`src/rtl/pipe_ctrl_n.sv`:
```
// Pipeline stall/flush controller for an N-slot pipeline.
// Builds the stall vector, sequences exception flushes and PC redirects.
module pipe_ctrl_n #(
    parameter int               NSTAGE        = 6,
    parameter int               WIDTH         = 32,
    parameter logic [WIDTH-1:0] EXC_BASE      = WIDTH'(32'h00008000),
    parameter int               FLUSH_CYCLES  = 1,
    parameter int               STALL_TIMEOUT = 1024
) (
    input  logic              clk,
    input  logic              rst,
    input  logic [NSTAGE-1:0] stallreq_i,
    input  logic [WIDTH-1:0]  excepttype_i,
    input  logic [WIDTH-1:0]  cp0_epc_i,
    output logic [NSTAGE-1:0] stall,
    output logic              flush,
    output logic [WIDTH-1:0]  new_pc,
    output logic              new_pc_valid,
    output logic [31:0]       stall_cnt,
    output logic              stall_timeout
);

    localparam int RW = (STALL_TIMEOUT < 1) ? 1 : $clog2(STALL_TIMEOUT + 1);
    localparam logic [RW-1:0] RUN_MAX = RW'(STALL_TIMEOUT);
    localparam logic [3:0] FC_LOAD = 4'(FLUSH_CYCLES - 1);

    localparam logic [WIDTH-1:0] EXC_INT  = WIDTH'(32'h0000000F);
    localparam logic [WIDTH-1:0] EXC_ERET = WIDTH'(32'h0000000E);
    localparam logic [WIDTH-1:0] VEC_INT  = EXC_BASE + WIDTH'(32'h20);
    localparam logic [WIDTH-1:0] VEC_GEN  = EXC_BASE + WIDTH'(32'h40);

    typedef enum logic {
        RUN,
        FLUSH
    } state_t;

    state_t           state_q;
    state_t           state_d;
    logic [3:0]       fcnt_q;
    logic [3:0]       fcnt_d;
    logic             take;
    logic             exc_nz;
    logic             is_int;
    logic             is_eret;
    logic             is_gen;
    logic             vec_hit;
    logic [WIDTH-1:0] vec;
    logic [NSTAGE-1:0] therm;
    logic             acc;
    logic             stall_nz;
    logic [RW-1:0]    run_q;
    logic [RW-1:0]    run_d;
    logic             to_set;
    logic [WIDTH-1:0] new_pc_q;
    logic             new_pc_valid_q;
    logic [31:0]      stall_cnt_q;
    logic             stall_timeout_q;

    assign exc_nz = |excepttype_i;

    // Thermometer below the highest requesting interior slot
    always_comb begin
        therm = '0;
        acc   = 1'b0;
        for (int i = NSTAGE - 1; i >= 0; i--) begin
            if (i >= 1 && i <= NSTAGE - 2 && stallreq_i[i]) begin
                acc = 1'b1;
            end
            therm[i] = acc;
        end
    end

    assign stall    = (rst || state_q == FLUSH || exc_nz) ? '0 : therm;
    assign stall_nz = |stall;

    always_comb begin
        is_int  = excepttype_i == EXC_INT;
        is_eret = excepttype_i == EXC_ERET;
        is_gen  = 1'b0;
        unique case (excepttype_i)
            WIDTH'(1), WIDTH'(2), WIDTH'(3), WIDTH'(4), WIDTH'(5),
            WIDTH'(8), WIDTH'(10), WIDTH'(11), WIDTH'(23): is_gen = 1'b1;
            default: is_gen = 1'b0;
        endcase
    end

    always_comb begin
        vec     = new_pc_q;
        vec_hit = 1'b1;
        unique case (1'b1)
            is_int:  vec = VEC_INT;
            is_eret: vec = cp0_epc_i;
            is_gen:  vec = VEC_GEN;
            default: vec_hit = 1'b0;
        endcase
    end

    always_comb begin
        state_d = state_q;
        fcnt_d  = fcnt_q;
        take    = 1'b0;
        unique case (state_q)
            RUN: begin
                if (exc_nz) begin
                    state_d = FLUSH;
                    fcnt_d  = FC_LOAD;
                    take    = 1'b1;
                end
            end
            FLUSH: begin
                if (fcnt_q == 4'd0) begin
                    state_d = RUN;
                end else begin
                    fcnt_d = fcnt_q - 4'd1;
                end
            end
            default: state_d = RUN;
        endcase
    end

    always_ff @(posedge clk or posedge rst) begin
        if (rst) begin
            state_q <= RUN;
            fcnt_q  <= 4'd0;
        end else begin
            state_q <= state_d;
            fcnt_q  <= fcnt_d;
        end
    end

    always_ff @(posedge clk or posedge rst) begin
        if (rst) begin
            new_pc_q       <= '0;
            new_pc_valid_q <= 1'b0;
        end else begin
            new_pc_valid_q <= take && vec_hit;
            if (take && vec_hit) begin
                new_pc_q <= vec;
            end
        end
    end

    always_ff @(posedge clk or posedge rst) begin
        if (rst) begin
            stall_cnt_q <= '0;
        end else if (stall_nz && stall_cnt_q != 32'hFFFFFFFF) begin
            stall_cnt_q <= stall_cnt_q + 32'd1;
        end
    end

    // Run length saturates at the threshold so the flag test stays simple
    always_comb begin
        run_d = '0;
        if (stall_nz) begin
            run_d = (run_q == RUN_MAX) ? run_q : run_q + RW'(1);
        end
        to_set = (STALL_TIMEOUT != 0) && stall_nz && (run_d == RUN_MAX);
    end

    always_ff @(posedge clk or posedge rst) begin
        if (rst) begin
            run_q           <= '0;
            stall_timeout_q <= 1'b0;
        end else begin
            run_q <= run_d;
            if (take) begin
                stall_timeout_q <= 1'b0;
            end else if (to_set) begin
                stall_timeout_q <= 1'b1;
            end
        end
    end

    assign flush         = state_q == FLUSH;
    assign new_pc        = new_pc_q;
    assign new_pc_valid  = new_pc_valid_q;
    assign stall_cnt     = stall_cnt_q;
    assign stall_timeout = stall_timeout_q;

endmodule
```
`config.mk`:
```
export PLATFORM = sky130hd
export DESIGN_NAME = pipe_ctrl_n
export DESIGN_NICKNAME = d
export VERILOG_FILES = /design/src/rtl/pipe_ctrl_n.sv
export SDC_FILE = /design/constraint.sdc
export NUM_CORES = 1
export LEC_CHECK = 0
export ABC_AREA = 1
export BUFFER_PORTS_ARGS = -buffer_cell sky130_fd_sc_hd__buf_2
export CAP_MARGIN = 20
export CORE_ASPECT_RATIO = 0.9
export CORE_MARGIN = 3
export CORE_UTILIZATION = 50
export DETAILED_ROUTE_END_ITERATION = 7
export PLACE_DENSITY = 0.79
export SLEW_MARGIN = 10
export SYNTH_ARGS = -nofsm -noshare
export SYNTH_HDL_FRONTEND = slang
export SYNTH_SLANG_ARGS = --single-unit
```
`constraint.sdc`:
```
create_clock -name clk -period 5.8 [get_ports clk]
set_input_delay 1.16 -clock clk [delete_from_list [all_inputs] [get_ports clk]]
set_output_delay 1.16 -clock clk [all_outputs]
set_load 0.005 [all_outputs]
```
; ---- Yosys cells after proc, flatten, opt, wreduce, memory -nomap -nowiden
; Memory sizes are Yosys's and may differ from the RTL's.
; Index checks and enable logic that the tools add are counted.
; Widths: inputs -> output; s select.
[word_totals]
register_bits = 82
rom_bits = 32
input_bits = 72
mem_count = 1
[mem_list]
columns = name, depth, width, read_ports, rd_clocked_by_memory_dff, wr, line_no
row1 = (no name shown), 32, 1, 1, 0, 0, 80  ; unique case (excepttype_i)
[classes]
n_addsub = 3
n_eq_ne = 7
muxes = 19
bitwise_logic = 1
reduce_logical = 14
[op_table]
columns = cell, count
row1 = $pmux 32 s3, 1
row2 = $eq 32x4->1 const B, 2
row3 = $add 32x1->32 const B, 1
row4 = $ne 32x32->1 const B, 1
row5 = $reduce_or 32->1, 1
row6 = $logic_not 27->1, 1
row7 = $eq 11x11->1 const B, 2
row8 = $mux 11, 2
row9 = $add 11x1->11 const B, 1
row10 = $mux 1, 11
row11 = $mux 4, 2
row12 = $pmux 4 s2, 1
row13 = $reduce_or 6->1, 1
row14 = $mux 5, 1
row15 = $logic_not 4->1, 1
row16 = $ne 2x2->1 const B, 2
row17 = $reduce_and 2->1, 2
row18 = $sub 4x1->4 const B, 1
row19 = $logic_and 1x1->1, 3
row20 = $reduce_bool 3->1, 1
row21 = $reduce_or 3->1, 1
row22 = $logic_or 1x1->1, 2
row23 = $pmux 1 s2, 1
row24 = $reduce_bool 2->1, 1
row25 = $not 1->1, 1

; ---- Longest topological paths before layout
[depth]
depth_word = 11
mapped_depth = 13
ltp_nobuf = 13

; ---- Least setup slack after synthesis
; Ideal clock, no wire load.
[synth_timing]
path_type = input to output
startpoint = in excepttype_i[27]
endpoint = out stall[1]
arrival_time_ns = 2.141
t_required_ns = 4.640
path_slack_ns = 2.499
stages = 8
path_cell_list = nor2_1 > nand2_1 > nor2_1 > nand2_2 > nor2_8 > nand3_4 > inv_1 > buf_4
[synth_via]
elab_chain_len = 3
[synth_rtl]
columns = element, line_no
row1 = "start, declared", 13  ; input logic [WIDTH-1:0] excepttype_i,
row2 = $reduce_or 32->1, 59  ; assign exc_nz = |excepttype_i;
row3 = $logic_or 1x1->1, 73  ; assign stall = (rst || state_q == FLUSH || exc_nz) ? '0 : therm;
row4 = $mux 5, 73
row5 = "end, declared", 15  ; output logic [NSTAGE-1:0] stall,
; No other way between the ends.

; ---- Worst setup path in the final report
[layout_timing]
startpoint = in excepttype_i[13]
endpoint = out stall[2]
; The elaborated chain is that of the path after synthesis.

==> run metrics <==
dpl ws between 2000 and 2500 ps; nature of the critical path startpoint input port; CP Depth 9; RSZ-0062 raised after global routing false; Crit path arrival time around 2500 ps; routability congestion estimate from global placement ~0.9; Setup Crit Path Kind in -> out; Cell Pwr Density about 190 nW/µm²; Hold WS 473 ps; Slew HR about two fifths; Hold Path Depth 2; CTS Buffer Depth 2; post-CTS sizing 0; P&R area growth vs syn 23.4%; Final ANT Viol Nets 0; Peak Freq around 280 MHz; crit end category primary output; reg2reg path depth 11; Slowest-stage cell, CP a31oi_1; CTS clk-pin slew, worst paths 90 ps; Num CTS Buffers 9; CP cell instances buf_2 > nor2_1 > nand2_1 > nor2_1 > nand2_1 > nor2_8 > nand2_1 > a31oi_1 > buf_2; postcts setup bufs 0; Die Y 95.9 µm; Cell Area, Synth 4490 µm²; Crit path top cell by count nand2_1; Via Count 4382; Iter 0 DRT Violations ~230; Seq/Total Area, Yosys a little under half; fin crit share between 60% and 70%; Via density 5.14; clock root cell clkbuf_8; P_leak about 3.2 nW; max cap viols 0; Final Skew roughly 15 ps; First-pass DRT Iterations 5; minimum clock period 3630 ps; Max VDD drop approximately 160 µV; family with the most delay on the worst path simple AND/OR/NAND/NOR gates; first-pass GRT wire length approximately 19000 µm; die area around 10000 µm²; setup TNS 0 ps; Initial Util between 50% and 60%; Rows 32; largest net degree at the start of global routing 46; CP Buf/Inv Count 2; post-synth cell types 35; ant diodes 0; Synth Warn # 0; GR Util All Layers 23.0%; Crit Path Max Fanout 7; Multi-input gate area 2120 µm²; hpwl dp roughly 8600 µm; final wirelength 11400 µm; Ports 145; worst-margin pin slew 910 ps; nets a little over 800; Skew-Pair Late Insertion Delay between 300 and 400 ps; Mapped Nets between 600 and 700; #FFs+latches synth a little over 80; Req. time, crit path 4640 ps; Crit path largest cell delay about 180 ps; Hold Crit Class reg -> reg; initial antenna violation count 0; instance count of the mapped netlist between 500 and 600; H-tree Lvls 3; outcome completed; global route overflow 0; WL per Instance 13.4 µm; final worst-path setup slack around 2200 ps; core area 8650 µm²; Clock Sink Count 82; die width about 110 µm; vias in the first global route between 4000 and 5000; Fillers 779; quantity of I/O buffers inserted on ports around 140; hold buffer count at cts 0; Mapped Avg Cell Area about 7.7 µm²; Register Area approximately 2100 µm²; layout cells sized above 1 23.3%; register-to-register setup slack roughly 3600 ps; most frequent cells in the layout nand2_1, buf_2, dfrtp_1; most common cell after layout, fill and taps aside nand2_1; CTS tree done; # DRC 0; Final Hold Vio Count 0; Final Max Tran Viols 0; # setup viols final 0
[cell type report]
type | instances | share of cell area, %
Multi-Input combinational cell | 424 | 38.3
Sequential cell | 82 | 37.0
Timing Repair Buffer | 144 | 13.5
Inverter | 68 | 4.63
Clock buffer | 11 | 2.73
Tap cell | 119 | 2.69
Clock inverter | 5 | 1.11
[stage by stage]
step	instances	instance area (µm²)	power [mW]	utilization [%]
global route	853	5540	1.11	64.1
finish	853	5540	1.07	64.1
global placement	836	5300	0.630	61.3
detailed placement	836	5300	0.632	61.3
floorplan	586	4490	0.602	-
CTS	852	5510	1.08	63.7
[worst paths after layout]
path,from,to
min in group asynchronous,rst,new_pc[8]
worst min-delay path,new_pc[12],new_pc[12]
max in group asynchronous,rst,run_q[3]
worst max register to register,stall_cnt[0],stall_cnt[27]
worst max-delay path,excepttype_i[13],stall[2]
worst min register to register,new_pc[12],new_pc[12]
[cell usage after synthesis, drive strengths merged]
cell,number,area share [%]
o21ai,7,0.78
xnor2,14,2.7
a21oi,8,1.1
nand4,18,2.5
a21boi,1,0.17
buf,5,0.81
nor3b,2,0.33
o21a,1,0.17
o31ai,1,0.17
ha,5,1.4
nor3,22,2.6
nand3b,3,0.50
and3,3,0.42
a41oi,1,0.36
o22ai,3,0.42
inv,68,5.7
dfrtp,82,46
a31oi,2,0.28
clkbuf,7,0.59
nand3,58,6.7
nor2,74,6.7
conb,1,0.084
xor2,24,4.7
and3b,1,0.20
nor4,3,0.42
nand2,172,14
[metal layers]
layer | routed length [µm] | global-route usage (%) | vias up
li1 | - | - | 2155
met3 | 957 | 6.77 | 13
met5 | 0 | 0 | -
met2 | 5570 | 40.3 | 185
met1 | 4770 | 28.1 | 2029
met4 | 125 | 6.04 | 0
[power by group]
group / internal, mW / switching (mW) / leakage [nW]
Sequential: 0.571 / 0.000000273 / 1.10
Clock: 0.225 / 0.222 / 0.110
Combinational: 0.0208 / 0.0282 / 1.97
Total: 0.817 / 0.250 / 3.18
[state kept, by name, summed over array words and instances, names as in the netlist]
register       count
run_q             11
stall_cnt         32
new_pc_valid       1
fcnt_q             4
stall_timeout      1
flush              1
new_pc            32
[kinds of logic after synthesis]
| group | after synthesis | synth area share [%] |
|---|---|---|
| flops | 82 | 45.7 |
| fa+ha+maj | 5 | 1.39 |
| buf+inv | 80 | 7.08 |
| compound gates | 24 | 3.48 |
| other cells | 1 | 0.0835 |
| simple gates | 356 | 34.8 |
| xor+xnor | 38 | 7.41 |
[worst register-to-register path: stages, from the launching register on]
cell     delay (ps)
dfrtp_1         440
ha_1            250
inv_1            60
nor2_1           60
nand2_1         160
nor2_1           90
nand2_1          60
nor2_1           60
a21oi_4         460
nand3_1         260
o21ai_1         180
nand2_1          60
(Power assumes the default switching activity.)
